### src/rtl/pc_sequencer.sv
// Fetch-side program counter sequencer: owns the PC, issues imem requests, sequences stall/redirect/flush bubbles.
// Latency: imem_req one cycle after reset release; fetch_valid/fetch_pc one cycle after imem_ack; FLUSH_CYCLES bubbles per redirect.
// Backpressure: an outstanding request waits indefinitely for imem_ack; stall only gates the issue of the next request.
module pc_sequencer #(
    parameter logic [63:0] RESET_PC     = 64'd40,
    parameter int unsigned FLUSH_CYCLES = 2
) (
    input  logic        clk,
    input  logic        rst,
    input  logic        stall,
    input  logic        branch_valid,
    input  logic        branch_taken,
    input  logic [63:0] branch_pc,
    input  logic [63:0] branch_offset,
    input  logic        imem_ack,
    output logic        imem_req,
    output logic [63:0] imem_addr,
    output logic [63:0] pc_out,
    output logic        fetch_valid,
    output logic [63:0] fetch_pc,
    output logic        flush,
    output logic        pc_sel
);

    typedef enum logic [1:0] {
        IDLE  = 2'd0,
        REQ   = 2'd1,
        HOLD  = 2'd2,
        FLUSH = 2'd3
    } state_t;

    localparam logic [3:0] FLUSH_INIT = 4'(FLUSH_CYCLES - 1);

    state_t      state_q, state_d;
    logic [63:0] pc_q, pc_d;
    logic [3:0]  cnt_q, cnt_d;
    logic        fetch_vld_d;
    logic [63:0] fetch_pc_d;
    logic        pc_sel_d;

    logic        redirect;
    logic [63:0] target;

    assign redirect = branch_valid & branch_taken;
    // Offset arrives unshifted from imm gen; halfword-scale it here, wrapping mod 2^64.
    assign target   = branch_pc + {branch_offset[62:0], 1'b0};

    always_ff @(posedge clk) begin
        if (rst) begin
            state_q     <= IDLE;
            pc_q        <= RESET_PC;
            cnt_q       <= 4'd0;
            fetch_valid <= 1'b0;
            fetch_pc    <= 64'd0;
            pc_sel      <= 1'b0;
        end else begin
            state_q     <= state_d;
            pc_q        <= pc_d;
            cnt_q       <= cnt_d;
            fetch_valid <= fetch_vld_d;
            fetch_pc    <= fetch_pc_d;
            pc_sel      <= pc_sel_d;
        end
    end

    always_comb begin
        state_d     = state_q;
        pc_d        = pc_q;
        cnt_d       = cnt_q;
        fetch_vld_d = 1'b0;
        fetch_pc_d  = fetch_pc;
        pc_sel_d    = 1'b0;

        // Redirect beats ack beats stall; a same-cycle ack is dropped along with the old path.
        if (redirect) begin
            pc_d     = target;
            pc_sel_d = 1'b1;
            cnt_d    = FLUSH_INIT;
            state_d  = FLUSH;
        end else begin
            unique case (state_q)
                IDLE: begin
                    state_d = stall ? HOLD : REQ;
                end
                REQ: begin
                    if (imem_ack) begin
                        fetch_vld_d = 1'b1;
                        fetch_pc_d  = pc_q;
                        pc_d        = pc_q + 64'd4;
                        state_d     = stall ? HOLD : REQ;
                    end
                end
                HOLD: begin
                    if (!stall) begin
                        state_d = REQ;
                    end
                end
                FLUSH: begin
                    if (cnt_q == 4'd0) begin
                        state_d = stall ? HOLD : REQ;
                    end else begin
                        cnt_d = cnt_q - 4'd1;
                    end
                end
                default: begin
                    state_d = IDLE;
                end
            endcase
        end
    end

    assign imem_req  = (state_q == REQ);
    assign imem_addr = pc_q;
    assign pc_out    = pc_q;
    assign flush     = (state_q == FLUSH);

endmodule

### config.mk
export PLATFORM = sky130hd
export DESIGN_NAME = pc_sequencer
export DESIGN_NICKNAME = d
export VERILOG_FILES = /design/src/rtl/pc_sequencer.sv
export SDC_FILE = /design/constraint.sdc
export NUM_CORES = 1
export LEC_CHECK = 0
export BUFFER_PORTS_ARGS = -buffer_cell sky130_fd_sc_hd__buf_2
export CORE_MARGIN = 1
export CORE_UTILIZATION = 50
export CTS_CLUSTER_DIAMETER = 80
export DETAILED_ROUTE_END_ITERATION = 10
export GPL_ROUTABILITY_DRIVEN = 0
export GPL_TIMING_DRIVEN = 0
export PLACE_DENSITY = 0.79
export SYNTH_ARGS = -nofsm -noshare
export SYNTH_HDL_FRONTEND = slang
export SYNTH_SLANG_ARGS = --single-unit
### constraint.sdc
create_clock -name clk -period 6.3 [get_ports clk]
set_input_delay 0 -clock clk [delete_from_list [all_inputs] [get_ports clk]]
set_output_delay 0 -clock clk [all_outputs]
set_load 0.02 [all_outputs]
; Word level (Yosys, flattened, before mapping)
; Cells that the tools add are included.
; W data, S select, Z words.
[totals]
inputBits = 134
output_inout_bits = 196
regBits = 136
wordCells = 47
[op_classes]
n_eq_ne = 7
muxes = 14
bitwise_logic = 4
n_addsub = 3
n_reduce_logical = 12
[op_table]
columns = op, n
row1 = $mux W64, 3
row2 = $add A64 B3 Y64 const B, 1
row3 = $add A64 B64 Y64, 1
row4 = $mux W2, 5
row5 = $pmux W2 S4, 1
row6 = $reduce_and A2 Y1, 3
row7 = $reduce_and A3 Y1, 2
row8 = $reduce_bool A2 Y1, 3
row9 = $mux W1, 5
row10 = $eq A2 B2 Y1 const B, 2
row11 = $logic_not A4 Y1, 1
row12 = $sub A4 B1 Y4 const B, 1
row13 = $ne A3 B1 Y1 const B, 1
row14 = $ne A3 B2 Y1 const B, 1
row15 = $ne A3 B3 Y1 const B, 1
row16 = $not A1 Y1, 3
row17 = $reduce_or A3 Y1, 1
row18 = $eq A2 B1 Y1 const B, 1
row19 = $logic_not A2 Y1, 1
row20 = $ne A2 B2 Y1 const B, 1
row21 = $reduce_or A2 Y1, 1
row22 = $and A1 B1 Y1, 1

; Depth between registers and ports, before layout
[logic_depth]
depth_word = 4
ltp_mapped = 13
mapped_depth_nobuf = 13

; Worst setup path after synthesis
; OpenSTA, ideal clock, no wires.
[synth_timing]
path_type = register -> register
start = register state_q[0]
end = register pc_q[56] (netlist: imem_addr[56])
stages_incl_launch_ff = 11
t_arrival_ps = 2620
synth_period_minus_slack_ps = 2742
n_path_buf = 0
setup_ps = 122
path_slack_ps = 3558
path_cell_list = dfxtp_1 > nor2b_1 > and2_1 > nand3_1 > nor2_1 > nand4_1 > nor3_2 > and2_1 > nand2_1 > xnor2_1 > a221o_1
[synth_via]
elab_chain_cells = 3
[synth_lines]
columns = element, line_no
row1 = "start, declared", 34  ; state_t state_q, state_d;
row2 = "start signal, assigned", 57  ; state_q <= state_d;
row3 = $eq A2 B1 Y1, -
row4 = via imem_req, 16  ; output logic imem_req,
row5 = $reduce_bool A2 Y1 (no source line), -
row6 = $reduce_and A2 Y1 (no source line), -
row7 = "end signal, assigned", 58  ; pc_q <= pc_d;
row8 = "end, declared", 35  ; logic [63:0] pc_q, pc_d;
; The timed path passes the listed nets, and every way through them passes these cells.
; A chain may end at the register's enable or synchronous reset.

; Final worst setup path
[layout_timing]
start = register pc_q[30] (netlist: imem_addr[30])
end = register pc_q[56] (netlist: imem_addr[56])
[layout_via]
elab_chain_cells = 4
[layout_lines]
columns = element, line_no
row1 = $add A64 B3 Y64, 89  ; pc_d = pc_q + 64'd4;
row2 = $mux W64, 86  ; if (imem_ack) begin
row3 = $mux W64, 81  ; unique case (state_q)
row4 = $mux W64, 75  ; if (redirect) begin
; No other way between the ends. The select of a mux whose other input is x is not followed.

==> qor.yml <==
pwr:
  power_switching_mw: 0.9811
  comb_power_share_pct: 28.1
  power.share.clock_pct: 37.6
  pwr-share-seq_pct: 34.2
  internal_power_mw: 1.913
  power.leakage_nw: 5.702
  total_power_mw: 2.894
  power_density_mw_per_mm2: 231.6
  peakVddDrop_mv: 0.1883
  p_sw_share_pct: 33.90
sta:
  period_minus_slack_ns: 3.226
  worst_pin_slew_ns: 0.7240
  finalHoldViolCount: 0
  setup_tns_ns: 0
  rsz0062_at_grt: "no"
  slew_headroom_pct: 51.29
  drv_slew: 0
  layout_worst_path_cycle_share_pct: 51.20
  setup_viol: 0
  max_freq_ghz: 0.3100
  fin_skew_ns: 0.007597
  whs_ns: 0.02744
detailed_routing:
  drt_iter0_drc: 960
  postRouteAntennaNets: 0
  avgViaCountPerCell: 5.725
  wire_per_inst_um: 17.31
  drt_first_pass_iters: 6
  drcViolationCount: 0
  num_vias: 11021
  wl_um: 33320
floorplan:
  dieArea_sq_mm: 0.02023
  core-area_sq_mm: 0.01902
  die_h_um: 142.2
  placementRows: 50
  ios: 330
  die-width_um: 142.2
  start_util_pct: 51.71
finish:
  final_cell_mix: "328 x buf_2, 223 x nand2_1, 158 x a21oi_1"
  antenna_cells: 0
  final_common_cell: "buf_2"
  area_growth_pct: 27.02
  drive_gt1_share_pct: 26.19
  nets: 1851
  fin_util_pct: 65.68
  design_area_sq_mm: 0.01249
worst_setup_path:
  rr_worst_depth: 10
  r2r_start: "imem_addr[30]"
  startpoint: "imem_addr[30]"
  critPathTopFamily: "simple AND/OR/NAND/NOR gates"
  crit_slowest_cell: "dfxtp_1"
  reg2reg_slack_ns: 3.07
  cp_slowest_stage_delay_ns: 0.53
  worst_setup_path_end_kind: "register"
  path_cells: "nand3_1, nor2_1, and4_1, and4_1, nand3_1, nor3_2, and2_1, nand2_1, xnor2_1, a221o_1"
  path_class: "reg -> reg"
  crit_cells: 10
  start_kind: "register"
  crit_required_ns: 6.61
  rr_endpoint: "imem_addr[56]"
  cp-endpoint: "imem_addr[56]"
  cp_max_fo: 8
  crit_arrival_ns: 3.53
  path_buf_inv: 0
job:
  cap_violations: 0
synth:
  synth_edf_count: 0
  synthArstFlopShare_pct: 0
  syn_nets: 1500
  synth_top_area_share_pct: 27.68
  ys_types: 66
  synth_cells: 1301
  yosysSeqAreaShare_pct: 27.68
  yosysWarnings: 0
  synth-main-ff-cell: "dfxtp_1"
  ys_ff_latch: 136
  synth_top_area_cell: "dfxtp_1"
  syn_area_sq_mm: 0.009834
  synth_area_leaders: "dfxtp_1 28%, nand2_1 8.5%, ha_1 8.1%"
  syn_avg_cell_area_sq_um: 7.559
place:
  dpl.hpwl_um: 26100
  portBuffers: 328
  placed_cell_area_sq_mm: 0.01180
clock_tree:
  clock-sinks: 136
  clkLatencyLatePin_ns: 0.42
  h-tree-depth: 4
  post_cts_buffers: 0
  root_buffer: "clkbuf_16"
  cts_resized: 0
  hold_buffers: 4
  clk_pin_slew_worst_paths_ns: 0.06
  cts_buffers: 17
  cts_tree: "done"
  clock_path_buffers: 2
hold_path:
  hold_path_class: "in -> reg"
global_routing:
  grt_use_met3_pct: 4.475
  antenna_found_initial: 0
  grt_pass1_wl_um: 51600
  met2_usage_pct: 49.85
  busiest_layer: "met2"
  track_usage_pct: 32.34
  grtUsageMet1_pct: 45.64
  gr-total-overflow: 0
  grt_pass1_vias: 9829
  grt_max_degree: 17
outcome:
  status: "complete, no violations"
[cell usage after synthesis (8+ instances only)]
master	n
and2_1	10
and4_1	8
nor2_1	92
o21bai_1	21
and3_1	8
a21oi_1	158
buf_1	10
nand2_1	223
inv_1	29
nand4_1	36
a21o_1	34
xnor2_1	59
nand3_1	36
o22ai_1	13
nor4_1	9
nor3_1	18
clkbuf_1	40
ha_1	64
dfxtp_1	136
o21ai_0	32
o31ai_1	11
xor2_1	50
a211oi_1	38
buf_4	65
[stage by stage]
stage	instances	worst slack (ns)
detailed placement	1889	3.222
global route	1925	2.905
finish	1925	3.074
CTS	1925	3.142
global placement	1889	3.237
floorplan	1301	3.558
[routing by layer]
metal	vias to the layer above	wire length (um)	share of wire, %
met2	645	14560	44
met3	74	2928	8.8
li1	5295	-	-
met1	5007	14770	44
met5	-	0	0
met4	0	1062	3.2
[power groups by stage]
stage	logic [mW]	registers (mW)	clock network, mW
detailed placement	0.795	1.00	0
finish	0.814	0.991	1.09
global placement	0.784	1.00	0
CTS	0.802	0.985	1.09
global route	0.881	0.993	1.13
floorplan	0.504	1.02	0
[sequential cells by signal (all words and copies together), names as in the netlist]
| name | count |
|---|---|
| imem_addr | 64 |
| fetch_valid | 1 |
| state_q | 2 |
| cnt_q | 4 |
| fetch_pc | 64 |
| pc_sel | 1 |
[area by class of cell]
type / instances / area, sq um
inverter: 29 / 108.9
timing repair buffer: 332 / 1682
tap: 260 / 325.3
buffer: 115 / 675.6
clock buffer: 18 / 439.2
multi-input combinational: 1021 / 6327
fill: 1725 / 6526
clock inverter: 14 / 211.5
sequential: 136 / 2723
[worst min-delay path, delay by kind of cell]
kind,cells,cell delay [ns]
fa+ha+maj,1,0.15
compound gates,1,0.11
buf+inv,1,0.08
simple gates,1,0.06
[cells by family (layout without fill, tap and decap cells)]
| group | after synthesis | in the layout | synth area share, % |
|---|---|---|---|
| adders and majority gates | 65 | 65 | 8.346 |
| buffers and inverters | 144 | 508 | 7.977 |
| DFF | 136 | 136 | 27.68 |
| and+or+nand+nor | 473 | 473 | 22.06 |
| muxes | 2 | 2 | 0.2036 |
| AOI/OAI and AO/OA | 372 | 372 | 24.02 |
| xor gates and xnor gates | 109 | 109 | 9.707 |
[worst min path at each step]
stage                startpoint           end  slack (ns)  depth (start not counted)
4_1_cts        branch_offset[0]  imem_addr[1]        0.02                          4
5_1_grt        branch_offset[0]  imem_addr[1]        0.03                          4
6_report       branch_offset[0]  imem_addr[1]        0.03                          4
3_5_place_dp              stall    state_q[0]        0.23                          2
3_3_place_gp              stall    state_q[0]        0.22                          2
2_1_floorplan             stall    state_q[0]        0.11                          1
Power figures use the tool's default switching activity.
